$ cat src/rtl/bcd_serial_deserializer.sv
// Serial-to-parallel BCD digit assembler: LSB-first bits in, one 4-bit digit
// out on a registered valid/ready port, with invalid-code and framing pulses.
module bcd_serial_deserializer #(
  parameter bit DROP_INVALID = 1'b0
) (
  input  logic       clk,
  input  logic       rst,
  input  logic       in_valid,
  input  logic       in_bit,
  input  logic       in_first,
  output logic       in_ready,
  output logic [3:0] out_digit,
  output logic       out_valid,
  output logic       out_err,
  input  logic       out_ready,
  output logic       dig_err,
  output logic       frame_err
);

  logic [1:0] cnt_q, cnt_d;
  logic [2:0] sh_q, sh_d;
  logic [3:0] out_digit_q, out_digit_d;
  logic       out_valid_q, out_valid_d;
  logic       out_err_q, out_err_d;
  logic       dig_err_q, dig_err_d;
  logic       frame_err_q, frame_err_d;
  logic       accept;
  logic [3:0] digit;

  // Only the completing bit is back-pressured; bits 0-2 land in the shift
  // register regardless of the output stall.
  assign in_ready = !(cnt_q == 2'd3 && out_valid_q && !out_ready);
  assign accept   = in_valid && in_ready;
  assign digit    = {in_bit, sh_q};

  always_comb begin
    cnt_d       = cnt_q;
    sh_d        = sh_q;
    out_digit_d = out_digit_q;
    out_valid_d = out_valid_q;
    out_err_d   = out_err_q;
    dig_err_d   = 1'b0;
    frame_err_d = 1'b0;

    if (out_valid_q && out_ready) out_valid_d = 1'b0;

    if (accept) begin
      if (in_first && cnt_q != 2'd0) begin
        frame_err_d = 1'b1;
        sh_d        = {2'b00, in_bit};
        cnt_d       = 2'd1;
      end else if (cnt_q == 2'd3) begin
        cnt_d = 2'd0;
        if (digit > 4'd9) begin
          dig_err_d = 1'b1;
          if (!DROP_INVALID) begin
            out_digit_d = digit;
            out_valid_d = 1'b1;
            out_err_d   = 1'b1;
          end
        end else begin
          out_digit_d = digit;
          out_valid_d = 1'b1;
          out_err_d   = 1'b0;
        end
      end else begin
        case (cnt_q)
          2'd0:    sh_d[0] = in_bit;
          2'd1:    sh_d[1] = in_bit;
          default: sh_d[2] = in_bit;
        endcase
        cnt_d = cnt_q + 2'd1;
      end
    end
  end

  always_ff @(posedge clk) begin
    if (rst) begin
      cnt_q       <= '0;
      sh_q        <= '0;
      out_digit_q <= '0;
      out_valid_q <= 1'b0;
      out_err_q   <= 1'b0;
      dig_err_q   <= 1'b0;
      frame_err_q <= 1'b0;
    end else begin
      cnt_q       <= cnt_d;
      sh_q        <= sh_d;
      out_digit_q <= out_digit_d;
      out_valid_q <= out_valid_d;
      out_err_q   <= out_err_d;
      dig_err_q   <= dig_err_d;
      frame_err_q <= frame_err_d;
    end
  end

  assign out_digit = out_digit_q;
  assign out_valid = out_valid_q;
  assign out_err   = out_err_q;
  assign dig_err   = dig_err_q;
  assign frame_err = frame_err_q;

endmodule

$ cat config.mk
export PLATFORM = sky130hd
export DESIGN_NAME = bcd_serial_deserializer
export DESIGN_NICKNAME = d
export VERILOG_FILES = /design/src/rtl/bcd_serial_deserializer.sv
export SDC_FILE = /design/constraint.sdc
export NUM_CORES = 1
export LEC_CHECK = 0
export CORE_AREA = 5 5 42 44
export DETAILED_ROUTE_END_ITERATION = 10
export DIE_AREA = 0 0 47 49
export HOLD_SLACK_MARGIN = 0.08
export PLACE_DENSITY = 0.74
export SLEW_MARGIN = 20
export SYNTH_ARGS = -nofsm -noshare
export SYNTH_HDL_FRONTEND = slang
export SYNTH_SLANG_ARGS = --single-unit
$ cat constraint.sdc
create_clock -name clk -period 1.65 [get_ports clk]
set_clock_uncertainty 0.1 [all_clocks]
set_input_delay 0.495 -clock clk [delete_from_list [all_inputs] [get_ports clk]]
set_output_delay 0.495 -clock clk [all_outputs]
set_load 0.02 [all_outputs]
==> results of run 1 <==
how the worst min path moves through the flow:
stage | endpoint | depth (start not counted) | slack, ns | start
6_report | out_err | 2 | 0.35 | out_err
5_1_grt | out_err | 2 | 0.37 | out_err
4_1_cts | out_err | 2 | 0.36 | out_err
3_5_place_dp | out_err | 2 | 0.35 | out_err
3_3_place_gp | out_err | 2 | 0.34 | out_err
2_1_floorplan | out_digit[0] | 2 | 0.33 | sh_q[0]
stage by stage:
stage | hold WS [ns] | worst slack, ns
floorplan | 0.332 | 0.260
global placement | 0.338 | -0.633
detailed placement | 0.346 | -0.667
CTS | 0.355 | -0.00781
global route | 0.374 | -0.00953
finish | 0.349 | 0.00399
power breakdown:
part           switching, mW  total [mW]  internal [mW]
Combinational         0.0473       0.103         0.0559
Sequential           0.00806       0.333          0.325
Clock                 0.0961       0.189         0.0933
synth_stat cells:
master     n
nand2_1   10
mux2i_1    4
inv_1      2
and4_4     1
nand2b_4   1
a21oi_1    8
clkbuf_1   1
or2b_1     1
nand3b_4   1
nand3b_1   1
dfxtp_1   13
nand2b_1   5
nor2_1     5
ha_1       2
nand4_1    2
o21ai_0    2
nand2_2    1
nand2b_2   1
nor3_1     4
routing by layer:
metal  part of all wire  track usage
met5                  0            0
met4              0.019       0.0645
met3              0.044       0.0221
met2               0.51        0.197
met1               0.42        0.147
registers in the layout, indices dropped and copies added (netlist names):
signal     count
cnt_q          2
out_digit      4
dig_err        1
out_err        1
sh_q           3
out_valid      1
frame_err      1
critical path, cell delays in order:
cell and delay, ns:
dlygate4sd2_1 0.25, nand3b_4 0.17, buf_6 0.14
kinds of logic (layout without fill, tap and decap cells):
family / Yosys count / after routing / synth area share
flip-flops: 13 / 13 / 0.447
buffers and inverters: 3 / 30 / 0.0194
multiplexers: 4 / 4 / 0.0688
AO/OA/AOI/OAI: 10 / 10 / 0.0860
adder cells (fa/ha/maj): 2 / 2 / 0.0430
AND/OR/NAND/NOR: 33 / 33 / 0.336
area by class of cell:
| type | count | share of cell area |
|---|---|---|
| well taps | 16 | 0.0238 |
| multi-input cells | 49 | 0.384 |
| repair buffers | 24 | 0.240 |
| flip-flops and latches | 13 | 0.313 |
| clock buffers | 4 | 0.0313 |
| inverters | 2 | 0.00893 |
timing repair:
action | 4_1_cts | 5_1_grt
endpoints found under the setup margin | 9 | 2
hold buffers | 0 | 0
hold endpoints to repair | 0 | 0
gates resized for setup | 17 | 4
pin swaps | 0 | 1
==> results.py, run 1 <==
metrics = {
    "synth": {
        "synth.top_cell.area_share": 0.447,
        "synth-seq-cells": 13,
        "synth.cell_area_sq_um": 582,
        "ys_types": 19,
        "synthTopCellsByArea": "dfxtp_1 (45%), a21oi_1 (6.9%), mux2i_1 (6.9%), nand2_1 (6.5%), nand2b_1 (5.4%)",
        "synth_fp_nets": 73,
        "syn_avg_cell_area_sq_um": 8.95,
        "yosysSeqAreaShare": 0.447,
        "ys_warn_count": 0,
        "synth_area_leader_cell": "dfxtp_1",
        "synthCells": 65,
    },
    "layout": {
        "stdcell_count": 108,
        "layout_common_cells": "dfxtp_1 (11), nand2_1 (10), buf_4 (10)",
        "antennaDiodeCount": 0,
        "multiInputGateArea_sq_um": 323,
        "final_common_cell": "dfxtp_1",
        "nFillCells": 140,
        "seqCellArea_sq_um": 263,
        "area_delta_synth_final_pct": 44.5,
        "nets": 101,
        "fin_util": 0.600,
        "postLayoutCellArea_sq_um": 841,
        "drive_gt1_frac": 0.250,
    },
    "drt": {
        "drtIter0Drc": 8,
        "remaining_drc_errors": 0,
        "wire_per_inst_um": 12.1,
        "firstDrtPassIters": 4,
        "ant_nets": 0,
        "vias": 524,
        "via_per_inst": 4.85,
        "wl_mm": 1.30,
    },
    "worst_setup_path": {
        "critPathKind": "in -> out",
        "reg2reg_depth": 7,
        "arrival_ns": 1.05,
        "rrSetupSlack_ns": 0.11,
        "setup.worst_path.start_class": "input port",
        "r2r-end": "sh_q[2]",
        "crit_start": "out_ready",
        "crit_fanout": 2,
        "crit_end": "in_ready",
        "r2r_start": "cnt_q[0]",
        "worstSetupEndpointType": "primary output",
        "worstPathRequired_ns": 1.05,
    },
    "clock_network": {
        "clk_pin_slew_ns": 0.08,
        "cts_tree": "done",
        "htree_levels": 1,
        "cts_buffer_depth": 2,
        "cts.sinks": 13,
        "cts_root_buf": "clkbuf_4",
        "cts_setup_buffers": 0,
        "cts_made_buffers": 3,
        "clk_latency_ns": 0.26,
    },
    "placement": {
        "port_buffers": 14,
        "gp_congestion": 0.802,
        "hpwl_mm": 1.02,
        "dp_cells": 104,
        "dpl_cell_area_sq_um": 813,
    },
    "floorplan": {
        "die_w_um": 47,
        "start_util": 0.415,
        "fp.dieH_um": 49,
        "rows": 14,
        "ios": 15,
        "die_area_sq_mm": 0.00230,
        "core_area_sq_mm": 0.00140,
    },
    "sta": {
        "min_period_ns": 1.65,
        "worst_slew_pin_slew_ns": 0.236,
        "fin_crit_sh": 0.998,
        "hold_violations": 0,
        "relSlewSlack": 0.841,
        "drv_slew": 0,
        "fin_setup_tns_ns": 0,
        "max_freq_ghz": 0.608,
        "setup_viol": 0,
    },
    "global_routing": {
        "grt_max_degree": 13,
        "grt.overflow.total": 0,
        "grt_pass1_wl_mm": 2.12,
        "grt_use_total": 0.122,
        "antenna_found_initial": 0,
        "grt_pass1_vias": 518,
    },
    "power": {
        "power_uw": 625,
        "p_leak_nw": 0.389,
        "ir_drop_v": 0.000392,
        "power_density_mw_per_mm2": 744,
    },
    "outcome": {
        "status": "complete, no violations",
    },
    "run": {
        "max-cap-violations": 0,
    },
    "hold_path": {
        "hold_path_class": "reg -> reg",
    },
}
No activity file was read; power rests on OpenSTA's default activity.
==> run 2, diff against run 1 <==
--- a/config.mk
+++ b/config.mk
@@ -10,6 +10,7 @@
 export DIE_AREA = 0 0 47 49
 export HOLD_SLACK_MARGIN = 0.08
 export PLACE_DENSITY = 0.74
+export RECOVER_POWER = 25
 export SLEW_MARGIN = 20
 export SYNTH_ARGS = -nofsm -noshare
 export SYNTH_HDL_FRONTEND = slang
==> run 2 against run 1 <==
  * Critical path depth did not move
  * Combinational power about the same
  * Core utilization fell by 0.089 points
  * Setup slack is essentially flat
  * Non-clock buffer count unchanged
  * Sequential share of layout area about the same
  * Largest cell class unchanged
  * Die area is the same
  * Register-to-register slack about the same
  * First-iteration DRC count unchanged
  * Global-route usage is the same
==> results.py, run 2 (synthesis results as in run 1) <==
metrics = {
    "outcome": {
        "status": "complete, no violations",
    },
    "worst_setup_path": {
        "slowest_delay_ns": 0.25,
        "worstPathRequired_ns": 1.05,
        "arrival_ns": 1.05,
        "crit_fanout": 2,
        "critPathKind": "in -> out",
        "cp_cell_sequence": "dlygate4sd2_1 > nand3b_4 > buf_6",
        "worstSetupEndpointType": "primary output",
        "crit_buf_inv": 2,
        "cp_slowest_cell": "dlygate4sd2_1",
        "cp_top_family": "buffers and inverters",
        "setup.worst_path.start_class": "input port",
    },
    "clock_network": {
        "clk_pin_slew_ns": 0.08,
        "cts_root_buf": "clkbuf_4",
        "cts_buffer_depth": 2,
        "cts_made_buffers": 3,
        "clk_latency_ns": 0.26,
        "htree_levels": 1,
        "cts_tree": "done",
        "cts.sinks": 13,
        "hold_buffers": 0,
    },
    "placement": {
        "gp_congestion": 0.802,
        "hpwl_mm": 1.02,
        "port_buffers": 14,
        "dpl_cell_area_sq_um": 813,
        "pre_cts_slack_ns": -0.667,
        "dp_cells": 104,
    },
    "sta": {
        "setup_viol": 0,
        "worst_slew_pin_slew_ns": 0.236,
        "hold_violations": 0,
        "relSlewSlack": 0.841,
        "min_period_ns": 1.65,
        "setup_ws_ns": 0.00404,
        "drv_slew": 0,
        "max_freq_ghz": 0.608,
        "fin_crit_sh": 0.998,
    },
    "power": {
        "ir_drop_v": 0.000392,
        "power_density_mw_per_mm2": 745,
        "p_leak_nw": 0.386,
    },
    "global_routing": {
        "antenna_found_initial": 0,
        "grt_use_met3": 0.0221,
        "grt_pass1_vias": 518,
        "grt_pass1_wl_mm": 2.12,
        "grt_max_degree": 13,
        "grt.overflow.total": 0,
        "met2_usage": 0.197,
        "met1_usage": 0.147,
        "top_usage_layer": "met2",
        "grt_use_total": 0.122,
    },
    "floorplan": {
        "ios": 15,
        "start_util": 0.415,
        "die_area_sq_mm": 0.00230,
        "core_area_sq_mm": 0.00140,
        "fp.dieH_um": 49,
        "die_w_um": 47,
        "rows": 14,
    },
    "drt": {
        "ant_nets": 0,
        "wl_mm": 1.30,
        "drtIter0Drc": 8,
        "wire_per_inst_um": 12.1,
        "firstDrtPassIters": 4,
        "via_per_inst": 4.85,
        "remaining_drc_errors": 0,
        "vias": 524,
    },
    "run": {
        "max-cap-violations": 0,
    },
    "layout": {
        "final_common_cell": "dfxtp_1",
        "antennaDiodeCount": 0,
        "nFillCells": 138,
        "layout_common_cells": "dfxtp_1 (11), nand2_1 (10), buf_4 (10)",
        "nets": 101,
        "area_delta_synth_final_pct": 44.3,
        "postLayoutCellArea_sq_um": 840,
        "largest_reg_flops": 4,
        "stdcell_count": 108,
        "seqCellArea_sq_um": 263,
        "multiInputGateArea_sq_um": 323,
        "drive_gt1_frac": 0.239,
    },
    "hold_path": {
        "hold_path_class": "reg -> reg",
    },
}
[run 2: report_power, final]
group          switching, mW  total (mW)  leakage (nW)  internal, mW
Clock                 0.0961       0.189        0.0150        0.0933
Sequential           0.00806       0.333         0.106         0.325
Combinational         0.0473       0.103         0.265        0.0559
Total                  0.151       0.625         0.386         0.474
[run 2: per-stage QoR]
step | setup TNS, ns | hold slack, ns | total power [mW] | util
floorplan | 0 | 0.332 | 0.391 | -
global placement | -1.97 | 0.338 | 0.436 | 0.580
CTS | -0.00781 | 0.355 | 0.629 | 0.595
global route | -0.00953 | 0.374 | 0.656 | 0.599
finish | 0 | 0.349 | 0.625 | 0.599
detailed placement | -2.63 | 0.346 | 0.440 | 0.580
[run 2: cell type report]
| class | count | share of cell area |
|---|---|---|
| inverter | 2 | 0.00894 |
| timing repair buffer | 24 | 0.238 |
| clock buffer | 4 | 0.0313 |
| sequential | 13 | 0.313 |
| multi-input combinational | 49 | 0.385 |
| tap | 16 | 0.0238 |
[run 2: routing by layer]
| metal | routed length (um) | share of wire | vias up |
|---|---|---|---|
| met2 | 669 | 0.51 | 7 |
| met4 | 25 | 0.019 | 0 |
| li1 | - | - | 274 |
| met3 | 57 | 0.044 | 2 |
| met5 | 0 | 0 | - |
| met1 | 551 | 0.42 | 241 |
[run 2: what timing repair did]
item | CTS | global route
cloned | 0 | 0
buffers inserted | 0 | 0
endpoints found under the setup margin | 9 | 2
gates resized for setup | 17 | 4
endpoints found under the hold margin | 0 | 0
pin swaps | 0 | 1
[run 2: final timing paths]
path,from,endpoint,slack (ns),depth (start not counted)
setup reg to reg,cnt_q[0],sh_q[2],0.11,7
hold reg to reg,out_err,out_err,0.35,2
hold / removal,out_err,out_err,0.35,2
setup / recovery,out_ready,in_ready,0.004,3
[run 2: worst reg2reg max path: stages (launching register included)]
cell	delay, ns
dfxtp_2	0.34
buf_4	0.14
inv_1	0.07
ha_1	0.18
nand2b_4	0.15
buf_4	0.12
or2b_1	0.24
mux2i_1	0.13
==> run 3, diff against run 2 <==
==> constraint.sdc (replaced) <==
create_clock -name clk -period 1.7 [get_ports clk]
set_clock_uncertainty 0.1 [all_clocks]
set_input_delay 0.51 -clock clk [delete_from_list [all_inputs] [get_ports clk]]
set_output_delay 0.51 -clock clk [all_outputs]
set_load 0.02 [all_outputs]
==> run 3 against run 2 <==
  * Sequential power is 4% lower
  * Via count grew 0.19%
  * Register-to-register slack better by 0.03 ns
  * Combinational power decreased by 4%
  * Global-route usage grew 0.071 points
  * Largest cell class unchanged
==> results.py, run 3 (synthesis results as in run 1) <==
metrics = {
    "sta": {
        "relSlewSlack": 0.841,
        "drv_slew": 0,
        "max_freq_ghz": 0.598,
        "min_period_ns": 1.67,
        "worst_slew_pin_slew_ns": 0.236,
        "setup_viol": 0,
        "hold_violations": 0,
        "holdWs_ns": 0.349,
        "fin_crit_sh": 0.983,
        "rsz0062_at_grt": "no",
    },
    "run": {
        "max-cap-violations": 0,
    },
    "power": {
        "p_leak_nw": 0.387,
        "switchingPower_uw": 144,
        "comb_power_share": 0.164,
        "power_uw": 603,
        "p_int_uw": 458,
        "clockPowerShare": 0.305,
        "pwr-share-seq": 0.531,
        "ir_drop_v": 0.000375,
        "power_density_mw_per_mm2": 726,
        "p_sw_frac": 0.240,
    },
    "worst_setup_path": {
        "worstSetupEndpointType": "primary output",
        "arrival_ns": 1.06,
        "critPathKind": "in -> out",
        "r2r_start": "cnt_q[0]",
        "cp_slowest_cell": "dlygate4sd2_1",
        "reg2reg_depth": 8,
        "cp_cell_sequence": "dlygate4sd2_1 > nand3b_4 > buf_6",
        "rrSetupSlack_ns": 0.14,
        "crit_start": "out_ready",
        "slowest_delay_ns": 0.25,
        "r2r-end": "out_digit[0]",
        "crit_fanout": 2,
        "worstPathRequired_ns": 1.09,
        "setup.worst_path.start_class": "input port",
    },
    "floorplan": {
        "ios": 15,
        "die_w_um": 47,
        "die_area_sq_mm": 0.00230,
        "fp.dieH_um": 49,
        "start_util": 0.415,
        "core_area_sq_mm": 0.00140,
        "rows": 14,
    },
    "hold_path": {
        "hold_path_startpoint": "out_err",
        "hold-path-endpoint": "out_err",
        "holdPathStages": 2,
        "hold_path_class": "reg -> reg",
    },
    "global_routing": {
        "grt.overflow.total": 0,
        "grt_pass1_vias": 520,
        "antenna_found_initial": 0,
        "grt_use_total": 0.123,
        "grt_pass1_wl_mm": 2.13,
        "grt_max_degree": 13,
    },
    "clock_network": {
        "clk_latency_ns": 0.26,
        "cts_setup_buffers": 0,
        "clk_pin_slew_ns": 0.08,
        "htree_levels": 1,
        "cts_made_buffers": 3,
        "cts_tree": "done",
        "cts_root_buf": "clkbuf_4",
        "cts.sinks": 13,
        "cts_buffer_depth": 2,
        "hold_buffers": 0,
    },
    "layout": {
        "area_delta_synth_final_pct": 42.8,
        "layout_common_cells": "dfxtp_1 (13), nand2_1 (10), buf_4 (9)",
        "nFillCells": 140,
        "final_common_cell": "dfxtp_1",
        "fin_util": 0.593,
        "stdcell_count": 108,
        "nets": 101,
        "antennaDiodeCount": 0,
        "largest_reg_flops": 4,
        "drive_gt1_frac": 0.217,
    },
    "drt": {
        "wire_per_inst_um": 11.8,
        "vias": 525,
        "drtIter0Drc": 10,
        "firstDrtPassIters": 4,
        "via_per_inst": 4.86,
        "ant_nets": 0,
        "remaining_drc_errors": 0,
        "wl_mm": 1.27,
    },
    "placement": {
        "hpwl_mm": 1.02,
        "dp_cells": 104,
        "gp_congestion": 0.803,
        "port_buffers": 14,
    },
    "outcome": {
        "status": "complete, no violations",
    },
}
-- run 3: power by group through the flow --
stage	registers (mW)	clock network, mW	logic (mW)
floorplan	0.329	0	0.0505
global placement	0.327	0	0.0966
detailed placement	0.327	0	0.100
CTS	0.320	0.191	0.0988
global route	0.322	0.202	0.109
finish	0.320	0.184	0.0990
-- run 3: timing repair --
action | 4_1_cts | 5_1_grt
resized for setup | 15 | 2
setup endpoints to repair | 9 | 2
hold endpoints to repair | 0 | 0
-- run 3: worst max-delay path by stage --
stage | endpoint | depth (start not counted)
after floorplan | sh_q[1] | 5
after global placement | in_ready | 3
after detailed placement | in_ready | 3
after CTS | in_ready | 3
after global routing | in_ready | 3
final | in_ready | 3
-- run 3: through the flow --
stage          setup slack, ns  TNS (ns)  cell area, sq um
6_report                0.0282         0               831
5_1_grt                0.00124         0               831
4_1_cts                0.00800         0               830
3_5_place_dp            -0.647     -2.16               813
3_3_place_gp            -0.613     -1.50               813
2_1_floorplan            0.310         0               582
-- run 3: layout make-up --
| type | instances | area, sq um | area share |
|---|---|---|---|
| Sequential cell | 13 | 260 | 0.313 |
| Tap cell | 16 | 20.0 | 0.0241 |
| Multi-Input combinational cell | 49 | 313 | 0.377 |
| Inverter | 2 | 7.51 | 0.00904 |
| Timing Repair Buffer | 24 | 204 | 0.245 |
| Clock buffer | 4 | 26.3 | 0.0316 |
-- run 3: per-layer routing --
metal | global-route usage | routed length (um) | up-vias
li1 | - | - | 273
met1 | 0.149 | 540 | 239
met2 | 0.197 | 649 | 11
met3 | 0.0221 | 61 | 2
met4 | 0.0645 | 22 | 0
met5 | 0 | 0 | -
-- run 3: worst max-delay path: cells and delay by family --
kind                   cells  cell delay, ns
buffers and inverters      2            0.39
and+or+nand+nor            1            0.16
==> patch, RTL diff (config.mk and constraints of run 2) <==
Put one more register stage on the output `out_err`, cleared by the reset. The value now appears one clock later. The other outputs are not delayed to match.
--- a/src/rtl/bcd_serial_deserializer.sv
+++ b/src/rtl/bcd_serial_deserializer.sv
@@ -96,7 +96,13 @@
 
   assign out_digit = out_digit_q;
   assign out_valid = out_valid_q;
-  assign out_err   = out_err_q;
+  always_ff @(posedge clk) begin
+    if (rst) begin
+      out_err <= '0;
+    end else begin
+      out_err <= out_err_q;
+    end
+  end
   assign dig_err   = dig_err_q;
   assign frame_err = frame_err_q;
 
Formal check against the unedited RTL: not equivalent (Yosys sat finds a counterexample within 10 cycles, from zero or initial values and one cycle with rst high).
==> patch against run 2 <==
The run now ends with setup timing left; sequential cell count increased by 1; power increased by 11%; final area increased by 6.0%; routed wire length decreased by 0.92%; area after synthesis increased by 3.7%; worst setup slack got worse by 6.5 ps; largest power group unchanged; highest routed layer unchanged.
==> patch: results (changes against run 2) <==
Run status
  • Status: complete, but fails checks
  • Violations in the final reports: setup timing

Place
  • Instance area after placement: 823 µm² (+1.2%)
  • Post-detailed-placement half-perimeter wirelength: 969 µm (-4.9%)
  • Worst setup slack after placement: -642 ps (+24.6 ps)
  • DP Cell Count: 99 (-4.8%)
  • RD Place Congestion: 0.821 (+2.3%)

Power and ir drop
  • Static Leakage: 0.411 nW (+6.4%)
  • Maximum ir drop on the vdd rail: 0.000621 V (+58%)
  • Sw power: 0.000157 W (+3.9%)

Final layout
  • Share of cells above drive strength 1: 30.7% (+6.8 points)
  • Final net count: 97 (-4.0%)

Drt
  • WL met2: 656 µm (-1.9%)
  • First DRT Iteration DRCs: 0 (-8)
  • Met3 WL post-DR: 38 µm (-33%)
  • Drt via density: 4.80 (-1.1%)

Synthesis
  • Post-Synthesis Net Count: 69 (-5.5%)
  • Post-synthesis average cell area: 9.89 µm² (+10%)
  • Commonest cells post-synth: 14 x sky130_fd_sc_hd__dfxtp_1, 8 x sky130_fd_sc_hd__nor2_1, 7 x sky130_fd_sc_hd__mux2i_1
  • Part of the Yosys area used for sequential elements: 46.5% (+1.7 points)

Global routing
  • Vias in the first global route: 563 (+8.7%)
  • First-pass GRT wire length: 2220 µm (+4.9%)
  • GR Util All Layers: 13.1% (+0.84 points)
  • Pin count of the biggest net entering global routing: 11 (-2)

STA
  • Final Setup Violations: 1 (+1)
  • Final total negative setup slack: -2.50 ps (-2.50 ps)
  • Worst setup slack after layout: -2.50 ps (-6.54 ps)
-- patch: through the flow --
stage | util, % | power [W]
4_1_cts | 61.6 | 0.000697
3_3_place_gp | 58.8 | 0.000455
2_1_floorplan | - | 0.000413
5_1_grt | 63.5 | 0.000745
6_report | 63.5 | 0.000696
3_5_place_dp | 58.8 | 0.000458
-- patch: area by class of cell --
type                            count  area share, %
Clock buffer                        4           4.08
Timing Repair Buffer               25           23.5
Tap cell                           16           2.25
Multi-Input combinational cell     42           37.1
Inverter                            3           1.27
Sequential cell                    14           31.8
-- patch: power groups by stage --
stage	combinational, W	clock, W	sequential (W)
2_1_floorplan	0.0000492	0	0.000364
3_3_place_gp	0.0000934	0	0.000362
3_5_place_dp	0.0000957	0	0.000362
4_1_cts	0.0000993	0.000243	0.000354
5_1_grt	0.000116	0.000270	0.000359
6_report	0.000104	0.000234	0.000357
-- patch: critical path: stages --
cell and delay (ps):
sky130_fd_sc_hd__dlygate4sd2_1 230, sky130_fd_sc_hd__nand3b_1 180, sky130_fd_sc_hd__buf_6 150
-- patch: layer usage --
layer | GRT usage, % | up-vias
met5 | 0 | -
met4 | 5.53 | 0
met3 | 3.32 | 2
met2 | 22.2 | 9
met1 | 14.7 | 231
li1 | - | 257
-- patch: logic make-up (layout without fill, tap and decap cells) --
family	Yosys count	after routing	synth area share (%)
AOI/OAI and AO/OA	7	7	8.30
adders and majority gates	2	2	4.15
buffers and inverters	5	32	4.36
DFF	14	14	46.5
muxes	8	8	13.5
and+or+nand+nor	25	25	23.2
-- patch: path summary, 6_finish.rpt --
path / from / end / cells after the start
worst max-delay path: out_ready / in_ready / 3
worst min-delay path: out_err_q$_SDFFE_PP0P_ / out_err$_SDFF_PP0_ / 1
worst max register to register: cnt_q[1]$_SDFFE_PP0P_ / out_digit[0]$_SDFFE_PP0P_ / 7
worst min register to register: out_err_q$_SDFFE_PP0P_ / out_err$_SDFF_PP0_ / 1
-- patch: repair_timing --
action	CTS	global route
buffers inserted	0	1
hold buffers	0	0
pin swaps	2	2
gates resized for setup	18	8
setup endpoints to repair	12	7
